### config.mk
export PLATFORM = sky130hd
export DESIGN_NAME = des_frame_sync
export DESIGN_NICKNAME = d
export VERILOG_FILES = /design/src/rtl/des_frame_pkg.sv /design/src/rtl/des_frame_buf.sv /design/src/rtl/des_frame_sync.sv
export SDC_FILE = /design/constraint.sdc
export NUM_CORES = 1
export LEC_CHECK = 0
export BUFFER_PORTS_ARGS = -buffer_cell sky130_fd_sc_hd__buf_2
export CAP_MARGIN = 15
export CORE_MARGIN = 2
export CORE_UTILIZATION = 40
export CTS_CLUSTER_DIAMETER = 150
export DETAILED_ROUTE_END_ITERATION = 10
export SLEW_MARGIN = 20
export SYNTH_ARGS = -nofsm -noshare
export SYNTH_HDL_FRONTEND = slang
export SYNTH_SLANG_ARGS = --single-unit
export TNS_END_PERCENT = 10
### constraint.sdc
create_clock -name clk -period 4.8 [get_ports clk]
set_input_delay 0.96 -clock clk [delete_from_list [all_inputs] [get_ports clk]]
set_output_delay 0.96 -clock clk [all_outputs]
set_load 0.005 [all_outputs]
### src/rtl/des_frame_pkg.sv
// Shared types and constants for the deserializer-side framer.
package des_frame_pkg;

    typedef enum logic [1:0] {
        ST_HUNT,
        ST_PAYLOAD,
        ST_CHECK,
        ST_SYNC_WAIT
    } state_t;

    localparam logic [7:0] DEF_SYNC_BYTE   = 8'hA5;
    localparam int         MAX_PAYLOAD_LEN = 16;
    localparam int         STATS_W         = 16;

    function automatic logic [STATS_W-1:0] stat_inc(input logic [STATS_W-1:0] v);
        return (v == '1) ? v : v + 1'b1;
    endfunction

endpackage

### src/rtl/des_frame_buf.sv
// Two-bank payload buffer: one bank fills from the framer while the other
// is replayed as a gap-free burst with start/end markers.
module des_frame_buf
    import des_frame_pkg::*;
#(
    parameter int PAYLOAD_LEN = 4,
    localparam int IDX_W = $clog2(PAYLOAD_LEN)
) (
    input  logic             clk,
    input  logic             reset,
    input  logic             wr_en,
    input  logic             wr_bank,
    input  logic [IDX_W-1:0] wr_idx,
    input  logic [7:0]       wr_data,
    input  logic             commit,
    output logic [7:0]       out_data,
    output logic             out_valid,
    output logic             out_sof,
    output logic             out_eof
);

    logic [7:0]       mem [2][PAYLOAD_LEN];
    logic             rd_bank;
    logic [IDX_W-1:0] rd_idx;

    always_ff @(posedge clk) begin
        if (reset) begin
            for (int b = 0; b < 2; b++)
                for (int i = 0; i < PAYLOAD_LEN; i++)
                    mem[b][i] <= '0;
            rd_bank   <= 1'b0;
            rd_idx    <= '0;
            out_data  <= '0;
            out_valid <= 1'b0;
            out_sof   <= 1'b0;
            out_eof   <= 1'b0;
        end else begin
            if (wr_en)
                mem[wr_bank][wr_idx] <= wr_data;

            // Beat 0 goes out on the commit edge so it lines up with frame_ok.
            if (commit) begin
                rd_bank   <= wr_bank;
                rd_idx    <= IDX_W'(1);
                out_data  <= mem[wr_bank][0];
                out_valid <= 1'b1;
                out_sof   <= 1'b1;
                out_eof   <= 1'b0;
            end else if (out_valid && !out_eof) begin
                out_data <= mem[rd_bank][rd_idx];
                out_sof  <= 1'b0;
                out_eof  <= (rd_idx == IDX_W'(PAYLOAD_LEN - 1));
                rd_idx   <= rd_idx + 1'b1;
            end else begin
                out_data  <= '0;
                out_valid <= 1'b0;
                out_sof   <= 1'b0;
                out_eof   <= 1'b0;
            end
        end
    end

endmodule

### src/rtl/des_frame_sync.sv
// Receive framer: sync hunt, XOR checksum, frame lock, ping-pong payload emit.
// Optional DES_FRAME_STATS_EN adds saturating good/bad frame counters.
//
// state     | meaning
// HUNT      | discarding bytes until a sync byte
// PAYLOAD   | storing payload bytes and accumulating XOR
// CHECK     | next byte is the checksum
// SYNC_WAIT | after a frame, the next byte must be a sync byte
module des_frame_sync
    import des_frame_pkg::*;
#(
    parameter logic [7:0] SYNC_BYTE   = DEF_SYNC_BYTE,
    parameter int         PAYLOAD_LEN = 4,
    parameter int         LOCK_GOOD   = 2,
    parameter int         LOSS_BAD    = 2
) (
    input  logic               clk,
    input  logic               reset,
    input  logic [7:0]         in_data,
    input  logic               in_valid,
    output logic [7:0]         out_data,
    output logic               out_valid,
    output logic               out_sof,
    output logic               out_eof,
    output logic               frame_ok,
    output logic               frame_err,
    output logic               locked
`ifdef DES_FRAME_STATS_EN
    ,
    output logic [STATS_W-1:0] good_frames,
    output logic [STATS_W-1:0] bad_frames
`endif
);

    localparam int IDX_W = $clog2(PAYLOAD_LEN);
    localparam int GW    = $clog2(LOCK_GOOD + 1);
    localparam int BW    = $clog2(LOSS_BAD + 1);

    state_t           state;
    logic [IDX_W-1:0] cnt;
    logic [7:0]       acc;
    logic [GW-1:0]    good_cnt;
    logic [BW-1:0]    bad_cnt;
    logic             rx_bank;

    logic             wr_en;
    logic             good_evt;
    logic             bad_evt;
    logic [GW-1:0]    good_inc;
    logic [BW-1:0]    bad_inc;
    logic             keep_lock;

    assign wr_en    = in_valid && (state == ST_PAYLOAD);
    assign good_evt = in_valid && (state == ST_CHECK) && (in_data == acc);
    assign bad_evt  = in_valid &&
                      (((state == ST_CHECK) && (in_data != acc)) ||
                       ((state == ST_SYNC_WAIT) && (in_data != SYNC_BYTE)));

    // Run counters saturate at their thresholds; beyond that the value is irrelevant.
    assign good_inc  = (good_cnt == GW'(LOCK_GOOD)) ? good_cnt : good_cnt + 1'b1;
    assign bad_inc   = (bad_cnt == BW'(LOSS_BAD)) ? bad_cnt : bad_cnt + 1'b1;
    assign keep_lock = locked && (bad_inc < BW'(LOSS_BAD));

    always_ff @(posedge clk) begin
        if (reset) begin
            state     <= ST_HUNT;
            cnt       <= '0;
            acc       <= '0;
            good_cnt  <= '0;
            bad_cnt   <= '0;
            rx_bank   <= 1'b0;
            frame_ok  <= 1'b0;
            frame_err <= 1'b0;
            locked    <= 1'b0;
        end else begin
            frame_ok  <= 1'b0;
            frame_err <= 1'b0;
            case (state)
                ST_HUNT, ST_SYNC_WAIT: begin
                    if (in_valid && (in_data == SYNC_BYTE)) begin
                        state <= ST_PAYLOAD;
                        cnt   <= '0;
                        acc   <= '0;
                    end
                end
                ST_PAYLOAD: begin
                    if (in_valid) begin
                        acc <= acc ^ in_data;
                        cnt <= cnt + 1'b1;
                        if (cnt == IDX_W'(PAYLOAD_LEN - 1))
                            state <= ST_CHECK;
                    end
                end
                ST_CHECK: begin
                    if (good_evt) begin
                        frame_ok <= 1'b1;
                        good_cnt <= good_inc;
                        bad_cnt  <= '0;
                        rx_bank  <= ~rx_bank;
                        state    <= ST_SYNC_WAIT;
                        if (good_inc == GW'(LOCK_GOOD))
                            locked <= 1'b1;
                    end
                end
                default: state <= ST_HUNT;
            endcase

            if (bad_evt) begin
                frame_err <= 1'b1;
                bad_cnt   <= bad_inc;
                good_cnt  <= '0;
                if (keep_lock) begin
                    state <= ST_SYNC_WAIT;
                end else begin
                    state  <= ST_HUNT;
                    locked <= 1'b0;
                end
            end
        end
    end

`ifdef DES_FRAME_STATS_EN
    always_ff @(posedge clk) begin
        if (reset) begin
            good_frames <= '0;
            bad_frames  <= '0;
        end else begin
            if (good_evt)
                good_frames <= stat_inc(good_frames);
            if (bad_evt)
                bad_frames <= stat_inc(bad_frames);
        end
    end
`endif

    des_frame_buf #(
        .PAYLOAD_LEN(PAYLOAD_LEN)
    ) u_buf (
        .clk       (clk),
        .reset     (reset),
        .wr_en     (wr_en),
        .wr_bank   (rx_bank),
        .wr_idx    (cnt),
        .wr_data   (in_data),
        .commit    (good_evt),
        .out_data  (out_data),
        .out_valid (out_valid),
        .out_sof   (out_sof),
        .out_eof   (out_eof)
    );

endmodule
==> flow_metrics.env <==
export IMPL_place_inst=505
export IMPL_cp_end_kind="flop"
export IMPL_leakage_power_summed_over_all_cells_nw=1.97
export IMPL_fraction_of_the_cycle_the_final_worst_path_needs_pct=57.3
export IMPL_place_gp_congestion=0.793
export IMPL_rsz_0062_raised_after_global_routing="no"
export IMPL_clock_tree_buffer_depth=2
export IMPL_finish_cell_count_without_fillers=521
export IMPL_core_um2=11500
export IMPL_antenna_cells=0
export IMPL_post_cts_repair_setup_buffers=0
export IMPL_power_density_nw_per_um2=377
export IMPL_finish_utilization_pct=44.9
export IMPL_cts_root_buffer="sky130_fd_sc_hd__clkbuf_16"
export IMPL_fin_setup_tns_ns=0
export IMPL_drive_above_1_share_pct=23.5
export IMPL_cts_made_buffers=9
export IMPL_min_delay_start="bad_cnt[1]"
export IMPL_timing_hold_worst_path_depth=2
export IMPL_holdCritPathClass="reg2reg"
export IMPL_worst_clock_skew_ns=0.00986
export IMPL_startpoint_of_the_most_critical_register_to_register_path="state[0]"
export IMPL_dominantRegCellSynth="sky130_fd_sc_hd__edfxtp_1"
export IMPL_status="finished clean"
export IMPL_syn_nets=388
export IMPL_setup_violations_final=0
export IMPL_arrival_ns=2.95
export IMPL_cp_cell_sequence="buf_2 > xor2_1 > nor4_2 > and3b_1 > or3_1 > o22ai_2"
export IMPL_routed_via_count=2883
export IMPL_worst_reg_to_reg_path_cell_count=5
export IMPL_design_portCount=25
export IMPL_cts_resized=0
export IMPL_grt_util_all_layers_pct=17.0
export IMPL_post_synth_top_count_cell="sky130_fd_sc_hd__edfxtp_1"
export IMPL_crit_reg2reg_capture="u_buf.mem[0][3]"
export IMPL_std_cell_rows=39
export IMPL_syn_mean_instance_area_um2=12.9
export IMPL_flow_area_growth_from_synthesis_pct=8.93
export IMPL_max_capacitance_violation_count=0
export IMPL_yosysWarningCount=0
export IMPL_cts_htree_levels=3
export IMPL_clock_slew_seen_by_the_registers_of_the_worst_setup_and_hold_paths_ns=0.07
export IMPL_die_area_um2=12700
export IMPL_yosys_cell_types_count=48
export IMPL_finalHoldViolations=0
export IMPL_placement_io_buffers=24
export IMPL_tritoncts="yes"
export IMPL_first_pass_iters=4
export IMPL_antenna_violating_nets_post_route=0
export IMPL_tightest_slew_ns=0.957
export IMPL_grt_pass1_vias=2884
export IMPL_drt_initial_drc_count=251
export IMPL_yosys_area_top_type_share_pct=40.7
export IMPL_critical_path_class="in2reg"
export IMPL_yosys_top_cells_area="sky130_fd_sc_hd__edfxtp_1 (41%), sky130_fd_sc_hd__dfxtp_1 (15%), sky130_fd_sc_hd__mux4_2 (7.6%)"
export IMPL_initial_core_util_pct=41.2
export IMPL_antenna_violations_before_repair=0
export IMPL_timing_slew_headroom_pct=35.7
export IMPL_ys_seq_area_share_pct=56.0
export IMPL_global_route_overflow_total=0
export IMPL_synth_async_reset_ratio_pct=0
export IMPL_fin_total_pwr_mw=1.94
export IMPL_final_nets=395
export IMPL_synthDominantAreaCellType="sky130_fd_sc_hd__edfxtp_1"
export IMPL_fmax_ghz=0.364
export IMPL_yosys_top_cells_count="sky130_fd_sc_hd__edfxtp_1 (64), sky130_fd_sc_hd__dfxtp_1 (36), sky130_fd_sc_hd__and3_1 (29), sky130_fd_sc_hd__mux2i_1 (21)"
export IMPL_critical_path_startpoint_type="primary input"
export IMPL_critical_path_max_fanout=10
export IMPL_timing_critical_path_slowest_cell_delay_ns=0.54
export IMPL_vias_cell=5.53
export IMPL_syn_instance_count=366
export IMPL_grt_max_degree=37
export IMPL_worst_r2r_setup_slack_ns=2.49
export IMPL_hold_path_endpoint="bad_cnt[1]"
export IMPL_floorplan_die_width_um=113
export IMPL_wire_length_per_cell_after_detailed_routing_um=19.8
export IMPL_ir_drop_worst_vdd_v=0.000239
export IMPL_cp_data_required_time_ns=5.00
export IMPL_postSynthRegisterBits=100
export IMPL_dpl_hpwl_mm=6.97
export IMPL_die_h_um=113
export IMPL_cts_hold_buf=0
export IMPL_crit_path_top_delay_cell="sky130_fd_sc_hd__or3_1"
export IMPL_wl_mm=10.3
export IMPL_wire_length_of_the_first_global_routing_pass_mm=16.4
export IMPL_clock_sink_count=100
export IMPL_worstSkewPairLatency_ns=0.35
export IMPL_layout_min_cycle_time_ns=2.75
export IMPL_drc_violations_left=0
export IMPL_mappedNetlistArea_um2=4720
export IMPL_synth_enable_flop_cells=64
export IMPL_maxSlewViolCount=0
state kept, by name (all words and copies together), names as in the netlist, named ones only:
name             count
u_buf.mem           64
cnt                  2
state                2
frame_ok             1
u_buf.rd_bank        1
good_cnt             2
u_buf.out_eof        1
u_buf.out_sof        1
frame_err            1
u_buf.rd_idx         2
bad_cnt              2
locked               1
rx_bank              1
u_buf.out_valid      1
acc                  8
u_buf.out_data       8
how the worst max path moves through the flow:
stage	startpoint	endpoint	slack [ns]	depth (start not counted)
global placement	in_data[4]	u_buf.out_data[7]	1.77	6
CTS	in_data[4]	u_buf.out_data[7]	2.05	6
global route	in_data[4]	u_buf.out_data[7]	1.91	6
floorplan	in_valid	u_buf.mem[0][0]	2.37	5
detailed placement	in_data[4]	u_buf.out_data[7]	1.70	6
finish	in_data[4]	u_buf.out_data[7]	2.05	6
report_power, final:
part | internal (mW) | leakage [nW] | switching (mW)
clock | 0.353 | 0.136 | 0.321
combinational | 0.101 | 0.879 | 0.180
sequential | 0.960 | 0.952 | 0.0224
total | 1.41 | 1.97 | 0.523
critical path, delay by kind of cell:
| kind | cells | cell delay (ns) |
|---|---|---|
| simple gates | 3 | 1.49 |
| xor+xnor | 1 | 0.17 |
| buf+inv | 1 | 0.16 |
| compound gates | 1 | 0.15 |
cells in the final DEF (no fill, tap or decap), drive strengths merged, types with 9 or more instances in the layout:
| master | count |
|---|---|
| ha | 11 |
| mux4 | 16 |
| nand2 | 11 |
| nor2 | 12 |
| inv | 14 |
| and3 | 36 |
| xor2 | 9 |
| mux2i | 21 |
| nor3 | 17 |
| a21oi | 18 |
| buf | 25 |
| clkbuf | 9 |
| edfxtp | 64 |
| o21ai | 11 |
| dfxtp | 36 |
| and2 | 17 |
cells by family (layout without fill, tap and decap cells):
kind of cell / Yosys count / count (layout) / synth area share, %
AOI/OAI and AO/OA: 49 / 49 / 7.50
xor gates and xnor gates: 10 / 10 / 1.85
adders and majority gates: 11 / 11 / 2.91
buffers and inverters: 41 / 53 / 4.45
DFF: 100 / 100 / 56.0
muxes: 37 / 37 / 12.1
and+or+nand+nor: 118 / 118 / 15.2
metal layers:
layer	global-route usage [%]	part of all wire (%)
met4	6.91	0.87
met5	0	0
met2	26.0	48
met1	24.4	47
met3	2.81	4.0
stage by stage:
step / hold slack (ns) / cell area [µm²] / setup WS (ns)
final: 0.499 / 5140 / 2.05
after global placement: 0.483 / 4870 / 1.77
after global routing: 0.525 / 5140 / 1.91
after floorplan: 0.463 / 4720 / 2.37
after CTS: 0.504 / 5140 / 2.05
after detailed placement: 0.495 / 4870 / 1.70
final cells by class:
cell class                 count  area (µm²)
clock inverter                 7        48.8
multi-input combinational    225        1870
timing repair buffer          25         128
clock buffer                   9         225
sequential                   100        2640
fill                        1032        6320
inverter                      12        45.0
tap                          143         179
(Power assumes the default switching activity.)
